File: src/rtl/versat_databus_arbiter.sv
// rtl/versat_databus_arbiter.sv - round-robin databus arbiter, grant locked until the last beat
// Define VERSAT_DATABUS_ARB_BACK_TO_BACK_EN to re-arbitrate on the release beat (no IDLE bubble).
module versat_databus_arbiter #(
   parameter int NUM_REQ    = 4,
   parameter int AXI_ADDR_W = 32,
   parameter int AXI_DATA_W = 32,
   parameter int LEN_W      = 16
) (
   input  logic                             clk,
   input  logic                             rst_n,
   input  logic [NUM_REQ-1:0]               req_valid_i,
   output logic [NUM_REQ-1:0]               req_ready_o,
   input  logic [NUM_REQ*AXI_ADDR_W-1:0]    req_addr_i,
   input  logic [NUM_REQ*AXI_DATA_W-1:0]    req_wdata_i,
   input  logic [NUM_REQ*AXI_DATA_W/8-1:0]  req_wstrb_i,
   input  logic [NUM_REQ*LEN_W-1:0]         req_len_i,
   input  logic [NUM_REQ-1:0]               req_write_i,
   output logic [AXI_DATA_W-1:0]            req_rdata_o,
   output logic [NUM_REQ-1:0]               req_last_o,
   output logic                             m_valid_o,
   input  logic                             m_ready_i,
   output logic [AXI_ADDR_W-1:0]            m_addr_o,
   output logic [AXI_DATA_W-1:0]            m_wdata_o,
   output logic [AXI_DATA_W/8-1:0]          m_wstrb_o,
   output logic [LEN_W-1:0]                 m_len_o,
   output logic                             m_write_o,
   input  logic [AXI_DATA_W-1:0]            m_rdata_i,
   input  logic                             m_last_i,
   output logic [$clog2(NUM_REQ)-1:0]       grant_o,
   output logic                             busy_o
);

   localparam int GW     = $clog2(NUM_REQ);
   localparam int STRB_W = AXI_DATA_W / 8;
   localparam logic [GW-1:0] LAST_IDX = GW'(NUM_REQ - 1);
   localparam logic [GW:0]   NUM_REQ_W = (GW + 1)'(NUM_REQ);

   typedef enum logic {
      IDLE = 1'b0,
      BUSY = 1'b1
   } state_t;

   state_t state, state_nxt;
   logic [GW-1:0] grant, grant_nxt;
   logic [GW-1:0] rr_ptr, rr_ptr_nxt;
   logic [GW-1:0] grant_inc;
   logic [GW-1:0] search_base;
   logic [GW-1:0] winner;
   logic [GW-1:0] win_off;
   logic          found;
   logic          release_beat;
   logic [2*NUM_REQ-1:0] valid_dbl;
   logic [2*NUM_REQ-1:0] valid_rot_full;
   logic [NUM_REQ-1:0]   valid_rot;
   logic [GW:0]          win_sum;
   logic [GW:0]          win_diff;

   logic [AXI_ADDR_W-1:0] addr_s  [NUM_REQ];
   logic [AXI_DATA_W-1:0] wdata_s [NUM_REQ];
   logic [STRB_W-1:0]     wstrb_s [NUM_REQ];
   logic [LEN_W-1:0]      len_s   [NUM_REQ];

   for (genvar k = 0; k < NUM_REQ; k++) begin : g_slice
      assign addr_s[k]  = req_addr_i[k*AXI_ADDR_W +: AXI_ADDR_W];
      assign wdata_s[k] = req_wdata_i[k*AXI_DATA_W +: AXI_DATA_W];
      assign wstrb_s[k] = req_wstrb_i[k*STRB_W +: STRB_W];
      assign len_s[k]   = req_len_i[k*LEN_W +: LEN_W];
   end

   assign grant_inc = (grant == LAST_IDX) ? '0 : grant + GW'(1);

   // While BUSY the search only matters on a release beat, where it starts past the owner.
   assign search_base = (state == BUSY) ? grant_inc : rr_ptr;

   // Rotate valids so bit 0 is the search base; the lowest set bit is the winner offset.
   assign valid_dbl      = {req_valid_i, req_valid_i};
   assign valid_rot_full = valid_dbl >> search_base;
   assign valid_rot      = valid_rot_full[NUM_REQ-1:0];

   always_comb begin
      found   = 1'b0;
      win_off = '0;
      for (int i = NUM_REQ - 1; i >= 0; i--) begin
         if (valid_rot[i]) begin
            found   = 1'b1;
            win_off = GW'(i);
         end
      end
   end

   assign win_sum  = {1'b0, search_base} + {1'b0, win_off};
   assign win_diff = win_sum - NUM_REQ_W;
   assign winner   = (win_sum >= NUM_REQ_W) ? win_diff[GW-1:0] : win_sum[GW-1:0];

   always_comb begin
      m_valid_o   = 1'b0;
      m_addr_o    = '0;
      m_wdata_o   = '0;
      m_wstrb_o   = '0;
      m_len_o     = '0;
      m_write_o   = 1'b0;
      req_ready_o = '0;
      req_last_o  = '0;
      if (state == BUSY) begin
         m_valid_o          = req_valid_i[grant];
         m_addr_o           = addr_s[grant];
         m_wdata_o          = wdata_s[grant];
         m_wstrb_o          = wstrb_s[grant];
         m_len_o            = len_s[grant];
         m_write_o          = req_write_i[grant];
         req_ready_o[grant] = m_ready_i;
         req_last_o[grant]  = m_last_i;
      end
   end

   assign req_rdata_o  = m_rdata_i;
   assign release_beat = (state == BUSY) && m_valid_o && m_ready_i && m_last_i;

   always_comb begin
      state_nxt  = state;
      grant_nxt  = grant;
      rr_ptr_nxt = rr_ptr;
      case (state)
         IDLE: begin
            if (found) begin
               grant_nxt = winner;
               state_nxt = BUSY;
            end
         end
         BUSY: begin
            if (release_beat) begin
               rr_ptr_nxt = grant_inc;
`ifdef VERSAT_DATABUS_ARB_BACK_TO_BACK_EN
               if (found) begin
                  grant_nxt = winner;
                  state_nxt = BUSY;
               end else begin
                  state_nxt = IDLE;
               end
`else
               state_nxt = IDLE;
`endif
            end
         end
         default: state_nxt = IDLE;
      endcase
   end

   always_ff @(posedge clk) begin
      if (!rst_n) begin
         state  <= IDLE;
         grant  <= '0;
         rr_ptr <= '0;
      end else begin
         state  <= state_nxt;
         grant  <= grant_nxt;
         rr_ptr <= rr_ptr_nxt;
      end
   end

   assign grant_o = grant;
   assign busy_o  = (state == BUSY);

endmodule

File: config.mk
export PLATFORM = sky130hd
export DESIGN_NAME = versat_databus_arbiter
export DESIGN_NICKNAME = d
export VERILOG_FILES = /design/src/rtl/versat_databus_arbiter.sv
export SDC_FILE = /design/constraint.sdc
export NUM_CORES = 1
export LEC_CHECK = 0
export BUFFER_PORTS_ARGS = -buffer_cell sky130_fd_sc_hd__buf_2
export CAP_MARGIN = 20
export CORE_AREA = 4 4 199 201
export CTS_BUF_LIST = sky130_fd_sc_hd__clkbuf_4
export CTS_CLUSTER_SIZE = 14
export DETAILED_ROUTE_END_ITERATION = 7
export DIE_AREA = 0 0 203 205
export PLACE_DENSITY = 0.3
export SETUP_SLACK_MARGIN = 0.5
export SKIP_LAST_GASP = 1
export SYNTH_ARGS = -nofsm -noshare
export SYNTH_HDL_FRONTEND = slang
export SYNTH_SLANG_ARGS = --single-unit
File: constraint.sdc
create_clock -name clk -period 2.2 [get_ports clk]
set_clock_uncertainty 0.05 [all_clocks]
set_input_delay 0.44 -clock clk [delete_from_list [all_inputs] [get_ports clk]]
set_output_delay 0.44 -clock clk [all_outputs]
set_load 0.02 [all_outputs]
==> qor.yml <==
min_path:
  holdPathStages: 3
  hold_path.class: "in -> reg"
  whs_endpoint: "grant_o[0]"
  hold_start: "rst_n"
worst_setup_path:
  arrival_ps: 1810
  crit_type: "reg -> out"
  worstPathRequired_ps: 1710
  r2r_end: "grant_o[1]"
  worstPathCellList: "buf_12 -> buf_12 -> mux4_2 -> and2_1 -> buf_2"
  crit_path_end_kind: "output port"
  cp-start-kind: "flip-flop"
  path_common_cell: "buf_12"
  crit_slowest_cell: "mux4_2"
  path_max_fanout: 13
  timing.rr.start: "grant_o[0]"
  startpoint: "grant_o[0]"
  r2r_slack_ps: 340
  worst_path_largest_cell_delay_ps: 500
  worstRegToRegCells: 6
global_route:
  grt_overflow: 0
  grt_pass1_wl_um: 29000
  grt_pass1_vias: 4905
  grt_max_degree: 51
  antenna_found_initial: 0
  gr-usage-all-layers_pct: 8.97
placed_design:
  place.gp.congestion: 0.790
  dpl_worst_slack_ps: 109
  port_buffers: 444
  place_inst: 1205
  hpwl_um: 19000
sta:
  period_needed_ps: 2300
  finalSetupViolations: 81
  fin_crit_sh_pct: 105
  worst_pin_slew_ps: 375
  worst_slack_ps: -103
  worst_hold_slack_ps: 427
  finalHoldViolCount: 0
  slew_viol_final: 0
  slew_headroom_pct: 74.4
  rsz0062_at_grt: "yes"
  fmax_ghz: 0.434
yosys:
  ys.warnings.count: 0
  yosysSeqAreaShare_pct: 3.06
  synthXorXnorAreaFrac_pct: 0
  synth-edff-count: 0
  ys_seq_elements: 5
  synth_fp_nets: 667
  synth_top_family_by_area: "multiplexers"
  synthSimpleGateAreaFrac_pct: 20.5
  synthMuxAreaShare_pct: 60.1
  ys.flop_type: "dfxtp_1"
  synthArstFlopShare_pct: 0
  synth_compound_area_share_pct: 2.26
  syn_area_um2: 3270
  synth.avg_cell_area_um2: 11.6
  synthCells: 283
  synthAdderAreaFrac_pct: 1.53
  ys_types: 29
finish:
  antennaDiodeCount: 0
  syn_to_final_growth_pct: 93.8
  nFillCells: 4312
  regArea_um2: 111
  fin_nets: 1092
  fin_cells: 1218
  multi_input_area_um2: 2900
  layout-drive-gt1-share_pct: 88.7
  postLayoutCoreUtil_pct: 16.9
floorplan:
  core_um2: 37600
  ioPinCount: 509
  die_x_um: 203
  die_height_um: 205
  die-area_um2: 41600
  initial_core_util_pct: 8.71
  row_count: 71
pwr:
  swShare_pct: 41.4
  power_mw: 1.85
  power_frac_clock_pct: 6.3
  p_leak_nw: 3.06
  ir_drop_uv: 102
  power_frac_seq_pct: 6.0
  p_comb_share_pct: 87.7
  internal_power_mw: 1.09
  powerDensity_nw_per_um2: 292
  p_sw_uw: 766
clocking:
  clkSlewWorstSetupHoldPaths_ps: 40
  cts_buffers: 3
  ctsHtreeMaxLevel: 1
  insertion_delay_ps: 240
  cts_tree: "built"
  clock-root-buffer: "clkbuf_4"
  cts_sinks: 5
  ctsHoldBuffers: 0
  clock_path_buffers: 2
drt:
  drt_wl_total_um: 21000
  wl_per_cell_um: 17.3
  drtIter0Drc: 191
  via_per_inst: 3.56
  drc: 0
  vias: 4342
  first_pass_iters: 5
  final_antenna_net_count: 0
outcome:
  violations: "negative setup slack"
  status: "finished, violations left"
flow_run:
  maxCapViolations: 0
==> Yosys cell counts (2+ instances only) <==
library cell,count,share of area [%]
nand2_1,3,0.34
buf_4,33,7.6
ha_1,4,1.5
and3_1,8,1.5
mux2i_1,2,0.61
buf_2,11,1.7
nor2_1,6,0.69
dfxtp_1,5,3.1
mux4_2,86,59
clkbuf_1,15,1.7
and2_1,86,16
buf_6,3,1.0
inv_1,3,0.34
a21oi_1,3,0.46
==> final cells by class <==
type | count | area share, %
clock buffer | 4 | 0.473
inverter | 3 | 0.217
multi-input combinational | 212 | 45.7
sequential | 5 | 1.76
tap | 511 | 10.1
timing repair buffer | 483 | 41.7
==> placed cells by master, fill, tap and decap left out, types with 2 or more instances in the layout <==
cell      count
and2_2        7
ha_4          2
buf_2       444
mux4_2       86
nand2_1       3
and3_2        7
dfxtp_1       2
ha_1          2
clkbuf_4      4
buf_6         2
and2_4       29
inv_1         2
dfxtp_4       3
mux2i_1       2
nor2_1        6
buf_12       10
buf_4        27
a21oi_1       2
and2_1       50
==> worst max path at each step <==
stage / endpoint / depth (start not counted)
5_1_grt: m_write_o / 5
4_1_cts: m_len_o[10] / 5
2_1_floorplan: m_wdata_o[10] / 5
3_3_place_gp: m_wdata_o[18] / 5
3_5_place_dp: m_write_o / 5
6_report: m_len_o[10] / 5
==> metrics by stage <==
stage	cell area (µm²)	TNS (ps)
finish	6340	-2500
CTS	6310	-5800
detailed placement	6190	0
floorplan	3470	0
global route	6340	-8520
global placement	6190	0
==> power groups by stage <==
stage               sequential [mW]  combinational, mW  clock (mW)
floorplan                     0.111               1.04           0
global placement              0.113               1.63           0
detailed placement            0.112               1.62           0
CTS                           0.111               1.65       0.124
global route                  0.112               1.76       0.126
finish                        0.111               1.62       0.116
==> flip-flops by register name (all words and copies together) (netlist names) <==
| name | count |
|---|---|
| grant_o | 2 |
| rr_ptr | 2 |
| busy_o | 1 |
==> worst max-delay path: cells and delay by family, from the launching register on <==
| family | cells | cell delay [ps] |
|---|---|---|
| multiplexers | 1 | 500 |
| flip-flops | 1 | 370 |
| buffers and inverters | 3 | 470 |
| AND/OR/NAND/NOR | 1 | 210 |
==> metal layers <==
layer / up-vias / GRT usage, % / routed length (µm)
met2: 353 / 17.7 / 11100
met5: - / 0 / 0
met4: 0 / 0.824 / 97
li1: 1928 / - / -
met1: 2051 / 9.57 / 7510
met3: 10 / 3.01 / 2340
==> timing repair <==
action / CTS / global route
pin swaps: 1 / 3
gates resized for setup: 3 / 4
endpoints found under the setup margin: 99 / 99
buffers inserted: 8 / 1
==> logic make-up after synthesis <==
kind of cell               after synthesis
muxes                                   89
buffers and inverters                   66
adders and majority gates                4
and+or+nand+nor                        109
DFF                                      5
AOI/OAI and AO/OA                       10
Power figures use the tool's default switching activity.
